<file path="src/rtl/sprite_layer_pkg.sv">
// Shared screen constants, colour channel width and the 12-bit colour type.
// Latency: n/a (types and constants only).
// Backpressure: n/a.
package sprite_layer_pkg;

  localparam int SCREEN_W = 640;
  localparam int SCREEN_H = 480;
  localparam int CH_W     = 4;

  typedef struct packed {
    logic [CH_W-1:0] r;
    logic [CH_W-1:0] g;
    logic [CH_W-1:0] b;
  } rgb12_t;

  // Counter width that stays legal when the range collapses to a single value.
  function automatic int cbits(input int n);
    return (n > 1) ? $clog2(n) : 1;
  endfunction

endpackage

</file>
<file path="src/rtl/sprite_palette.sv">
// Maps a sprite palette index to a 12-bit colour.
// Latency: combinational.
// Backpressure: none, pure lookup.
module sprite_palette
  import sprite_layer_pkg::*;
#(
  parameter int IDX_BITS = 2
) (
  input  logic [IDX_BITS-1:0] idx,
  output logic [CH_W-1:0]     red,
  output logic [CH_W-1:0]     green,
  output logic [CH_W-1:0]     blue
);

  logic [7:0] idx8;
  rgb12_t     colour;

  // Fixed four-entry table; wider indices get a colour derived from their bits.
  always_comb begin
    idx8 = 8'(idx);
    case (idx8)
      8'd0:    colour = 12'h000;
      8'd1:    colour = 12'hF80;
      8'd2:    colour = 12'h0CF;
      8'd3:    colour = 12'hFFF;
      default: colour = {idx8[3:0], ~idx8[3:0], idx8[7:4]};
    endcase
  end

  assign red   = colour.r;
  assign green = colour.g;
  assign blue  = colour.b;

endmodule

</file>
<file path="src/rtl/sprite_layer.sv">
// Scaled, animated, optionally mirrored sprite composited over a background layer.
// Latency: 2 vga_clk cycles from DrawX/DrawY to colour; rom_addr is combinational.
// Backpressure: none, the pixel stream is clock-locked and never stalls.
module sprite_layer
  import sprite_layer_pkg::*;
#(
  parameter int SPRITE_W    = 28,
  parameter int SPRITE_H    = 68,
  parameter int FRAMES      = 4,
  parameter int SCALE_SHIFT = 1,
  parameter int IDX_BITS    = 2,
  parameter int TRANSP_IDX  = 0,
  parameter int ANIM_DIV    = 8,
  localparam int AW         = $clog2(FRAMES*SPRITE_W*SPRITE_H)
) (
  input  logic                vga_clk,
  input  logic                reset_n,
  input  logic [9:0]          DrawX,
  input  logic [9:0]          DrawY,
  input  logic                blank,
  input  logic                frame_start,
  input  logic [9:0]          pos_x,
  input  logic [9:0]          pos_y,
  input  logic                flip_h,
  input  logic                show,
  input  logic                anim_en,
  input  logic [CH_W-1:0]     bg_red,
  input  logic [CH_W-1:0]     bg_green,
  input  logic [CH_W-1:0]     bg_blue,
  output logic [AW-1:0]       rom_addr,
  input  logic [IDX_BITS-1:0] rom_data,
  output logic [CH_W-1:0]     red,
  output logic [CH_W-1:0]     green,
  output logic [CH_W-1:0]     blue,
  output logic                hit
);

  localparam int BOX_W = SPRITE_W << SCALE_SHIFT;
  localparam int BOX_H = SPRITE_H << SCALE_SHIFT;
  localparam int FW    = cbits(FRAMES);
  localparam int CW    = cbits(ANIM_DIV);

  logic [9:0]      px_q, py_q;
  logic            flip_q, show_q;
  logic [CW-1:0]   anim_cnt;
  logic [FW-1:0]   frame_idx;
  logic [10:0]     dx, dy, col_raw, col, row;
  logic            in_box;
  logic            s1_blank, s1_vis;
  rgb12_t          s1_bg;
  logic [CH_W-1:0] pal_r, pal_g, pal_b;

  // Placement is sampled once per video frame so the sprite never tears mid-frame.
  always_ff @(posedge vga_clk or negedge reset_n) begin
    if (!reset_n) begin
      px_q   <= '0;
      py_q   <= '0;
      flip_q <= 1'b0;
      show_q <= 1'b0;
    end else if (frame_start) begin
      px_q   <= pos_x;
      py_q   <= pos_y;
      flip_q <= flip_h;
      show_q <= show;
    end
  end

  // Animation advances one frame every ANIM_DIV enabled frame_start pulses.
  always_ff @(posedge vga_clk or negedge reset_n) begin
    if (!reset_n) begin
      anim_cnt  <= '0;
      frame_idx <= '0;
    end else if (frame_start && anim_en) begin
      if (anim_cnt == CW'(ANIM_DIV-1)) begin
        anim_cnt  <= '0;
        frame_idx <= (frame_idx == FW'(FRAMES-1)) ? '0 : frame_idx + FW'(1);
      end else begin
        anim_cnt <= anim_cnt + CW'(1);
      end
    end
  end

  // 11-bit offsets: a pixel left of or above the corner goes hugely positive, so
  // one unsigned compare rejects it and sprites past column 1023 never wrap.
  always_comb begin
    dx       = {1'b0, DrawX} - {1'b0, px_q};
    dy       = {1'b0, DrawY} - {1'b0, py_q};
    in_box   = (dx < 11'(BOX_W)) && (dy < 11'(BOX_H));
    col_raw  = dx >> SCALE_SHIFT;
    col      = flip_q ? (11'(SPRITE_W-1) - col_raw) : col_raw;
    row      = dy >> SCALE_SHIFT;
    rom_addr = '0;
    if (in_box)
      rom_addr = AW'(32'(frame_idx) * 32'(SPRITE_W*SPRITE_H)
                   + 32'(row) * 32'(SPRITE_W) + 32'(col));
  end

  // Stage 1: carry pixel context alongside the ROM read in flight.
  always_ff @(posedge vga_clk or negedge reset_n) begin
    if (!reset_n) begin
      s1_blank <= 1'b0;
      s1_vis   <= 1'b0;
      s1_bg    <= '0;
    end else begin
      s1_blank <= blank;
      s1_vis   <= in_box & show_q;
      s1_bg    <= '{r: bg_red, g: bg_green, b: bg_blue};
    end
  end

  sprite_palette #(.IDX_BITS(IDX_BITS)) u_palette (
    .idx   (rom_data),
    .red   (pal_r),
    .green (pal_g),
    .blue  (pal_b)
  );

  // Stage 2: blanking wins, then an opaque sprite texel, else the background.
  always_ff @(posedge vga_clk or negedge reset_n) begin
    if (!reset_n) begin
      red   <= '0;
      green <= '0;
      blue  <= '0;
      hit   <= 1'b0;
    end else if (!s1_blank) begin
      red   <= '0;
      green <= '0;
      blue  <= '0;
      hit   <= 1'b0;
    end else if (s1_vis && (rom_data != IDX_BITS'(TRANSP_IDX))) begin
      red   <= pal_r;
      green <= pal_g;
      blue  <= pal_b;
      hit   <= 1'b1;
    end else begin
      red   <= s1_bg.r;
      green <= s1_bg.g;
      blue  <= s1_bg.b;
      hit   <= 1'b0;
    end
  end

endmodule

</file>
<file path="config.mk">
export PLATFORM = sky130hd
export DESIGN_NAME = sprite_layer
export DESIGN_NICKNAME = d
export VERILOG_FILES = /design/src/rtl/sprite_layer_pkg.sv /design/src/rtl/sprite_palette.sv /design/src/rtl/sprite_layer.sv
export SDC_FILE = /design/constraint.sdc
export NUM_CORES = 1
export LEC_CHECK = 0
export ABC_AREA = 1
export CAP_MARGIN = 20
export CORE_ASPECT_RATIO = 1.5
export CORE_MARGIN = 1.5
export CORE_UTILIZATION = 40
export DETAILED_ROUTE_END_ITERATION = 16
export GPL_ROUTABILITY_DRIVEN = 0
export PLACE_DENSITY = 0.73
export REMOVE_ABC_BUFFERS = 1
export SETUP_SLACK_MARGIN = 0.2
export SYNTH_ARGS = -nofsm -noshare
export SYNTH_HDL_FRONTEND = slang
export SYNTH_HIERARCHICAL = 1
export SYNTH_SLANG_ARGS = --single-unit
</file>
<file path="constraint.sdc">
create_clock -name vga_clk -period 9.4 [get_ports vga_clk]
set_clock_uncertainty 0.2 [all_clocks]
set_input_delay 1.88 -clock vga_clk [delete_from_list [all_inputs] [get_ports vga_clk]]
set_output_delay 1.88 -clock vga_clk [all_outputs]
set_load 0.01 [all_outputs]
</file>
==> impl_metrics.env <==
export IMPL_run_status="finished clean"
export IMPL_antenna_found_initial=0
export IMPL_postLayoutSetupSlackWorst_ns=0.326
export IMPL_mostFrequentLayoutCells="nand2_1 (142), inv_1 (122), clkdlybuf4s50_1 (83)"
export IMPL_fin_util_pct=51.4
export IMPL_syn_area_per_cell_um2=7.49
export IMPL_p_per_area_nw_per_um2=384
export IMPL_period_share_pct=96.5
export IMPL_die_h_um=137
export IMPL_pre_cts_ws_ns=0.0759
export IMPL_fmax_mhz=110
export IMPL_grt_max_degree=55
export IMPL_syn_area_um2=4770
export IMPL_fp_coreArea_um2=11600
export IMPL_initialDrtViolationCount=167
export IMPL_layout_nets=847
export IMPL_grt_pass1_vias=4082
export IMPL_start_kind="primary input"
export IMPL_first_pass_iters=4
export IMPL_synth_cell_types=34
export IMPL_final_common_cell="nand2_1"
export IMPL_ioPinCount=87
export IMPL_cp_data_required_time_ns=7.32
export IMPL_clk_latency_ns=0.29
export IMPL_cts_tree="yes"
export IMPL_worst_slew_pin_slew_ns=0.676
export IMPL_ant_nets=0
export IMPL_route_detailed_drc=0
export IMPL_fillerInstances=1077
export IMPL_hold_violations=0
export IMPL_p_leak_nw=3.11
export IMPL_fin_setup_tns_ns=0
export IMPL_chipWidth_um=92.2
export IMPL_multi_input_comb_area_um2=2920
export IMPL_diodes=0
export IMPL_setup_viol=0
export IMPL_clkTransAtPathRegs_ns=0.06
export IMPL_netlist_instances=637
export IMPL_drive_gt1_share_pct=7.27
export IMPL_vias_per_cell=4.75
export IMPL_ys_warn_count=6
export IMPL_synth_edf_count=0
export IMPL_ys_seq_area_share_pct=28.3
export IMPL_relSlewSlack_pct=55.0
export IMPL_dp_cells=858
export IMPL_rsz0062_at_grt="true"
export IMPL_seqCellArea_um2=1350
export IMPL_grt_ovfl_total=0
export IMPL_cts_buffer_depth=2
export IMPL_crit_path_max_fanout=4
export IMPL_grt_usage_pct=17.4
export IMPL_layout_cells_non_filler=865
export IMPL_path_class="primary input to primary output"
export IMPL_place_area_um2=5740
export IMPL_grt_first_pass_wirelength_mm=17.6
export IMPL_yosys_most_used_dff="dfrtp_1"
export IMPL_design_area_um2=5960
export IMPL_wl_per_cell_um=12.1
export IMPL_postCtsHoldBufs=0
export IMPL_h_tree_depth=2
export IMPL_io_buffers=86
export IMPL_vdd_drop_max_mv=0.279
export IMPL_maxCapViolCount=0
export IMPL_endpoint_kind="primary output"
export IMPL_die_area_um2=12600
export IMPL_clock_sinks=54
export IMPL_rows=48
export IMPL_detailed_place_hpwl_mm=8.61
export IMPL_wl_mm=10.5
export IMPL_clockRootBuffer="clkbuf_16"
export IMPL_crit_arrival_ns=6.99
export IMPL_initial_core_util_pct=41.2
export IMPL_cts_made_buffers=5
export IMPL_vias=4108
export IMPL_finalCriticalPeriod_ns=9.07
export IMPL_power_mw=2.29
export IMPL_async_reset_ff_share_pct=100
export IMPL_hold_path_class="register to register"
export IMPL_slew_viol_final=0
export IMPL_area_growth_pct=24.9
export IMPL_ys_ff_latch=54
export IMPL_whs_ns=0.283
-- sequential cells by signal, summed over array words and instances (netlist names), 2 cells and up --
| signal | flops |
|---|---|
| s1_bg | 12 |
| anim_cnt | 3 |
| px_q | 10 |
| red | 4 |
| green | 4 |
| py_q | 10 |
| frame_idx | 2 |
| blue | 4 |
-- logic make-up after synthesis --
kind of cell             synth area share [%]
adder cells (fa/ha/maj)                  20.7
XOR/XNOR                                 5.67
AO/OA/AOI/OAI                            9.70
AND/OR/NAND/NOR                          23.1
buffers and inverters                    12.0
multiplexers                            0.472
flip-flops                               28.3
-- metal layers --
layer,vias to the layer above,part of all wire (%),track usage [%]
met5,-,0,0
met4,0,3.2,6.92
met3,25,4.7,3.06
met2,103,54,34.2
met1,1865,38,18.0
li1,2115,-,-
-- synth_stat cells (all sizes together) (4+ instances only) --
cell type	instances	area (um2)
a21o	4	30.0
a21oi	25	133
buf	10	75.1
clkbuf	10	37.5
dfrtp	54	1350
fa	15	300
ha	55	688
inv	123	462
nand2	149	577
nand3	27	158
nand3b	4	30.0
nand4	7	50.1
nor2	65	277
o21ai	44	220
o21bai	4	30.0
xnor2	8	70.1
xor2	22	200
-- final cells by class --
| type | instances | area share [%] |
|---|---|---|
| Tap cell | 150 | 3.15 |
| Timing Repair Buffer | 92 | 15.2 |
| Multi-Input combinational cell | 440 | 48.9 |
| Sequential cell | 54 | 22.7 |
| Clock buffer | 6 | 2.33 |
| Inverter | 123 | 7.75 |
-- worst paths after layout --
kind	start	endpoint	slack [ns]	depth (start not counted)
max	DrawY[0]	rom_addr[10]	0.33	28
min	s1_bg[4]	green[0]	0.28	2
max reg2reg	py_q[0]	s1_vis	6.31	17
min reg2reg	s1_bg[4]	green[0]	0.28	2
max in group asynchronous	reset_n	green[1]	7.04	2
min in group asynchronous	reset_n	px_q[4]	1.50	2
-- power by group --
| part | switching (mW) | internal, mW | leakage [nW] |
|---|---|---|---|
| Sequential | 0.0142 | 0.256 | 0.660 |
| Clock | 0.0782 | 0.103 | 0.0688 |
| Combinational | 1.06 | 0.778 | 2.39 |
| Total | 1.15 | 1.14 | 3.11 |
-- worst max-delay path: stages --
cell and delay (ns):
clkdlybuf4s50_1 0.46, inv_1 0.04, nand2_1 0.09, inv_1 0.06
fa_1 0.43, inv_1 0.10, nand3_1 0.07, nand2_1 0.13
xor2_2 0.22, nand2_1 0.10, nand2_1 0.09, inv_1 0.05
ha_1 0.31, ha_4 0.27, a21oi_1 0.17, nand2_1 0.13
a21oi_1 0.13, o21ai_0 0.10, xor2_1 0.16, fa_1 0.48
inv_1 0.04, ha_1 0.29, inv_1 0.09, o21bai_1 0.20
nor2_1 0.09, xor2_1 0.15, nor2_2 0.10, clkdlybuf4s50_1 0.54
-- what timing repair did --
action                                  4_1_cts  5_1_grt
endpoints found under the setup margin        2        5
resized for setup                             5       12
setup buffers                                 1        0
cloned                                        0        0
Note: power is estimated with default switching activity, not from simulation.
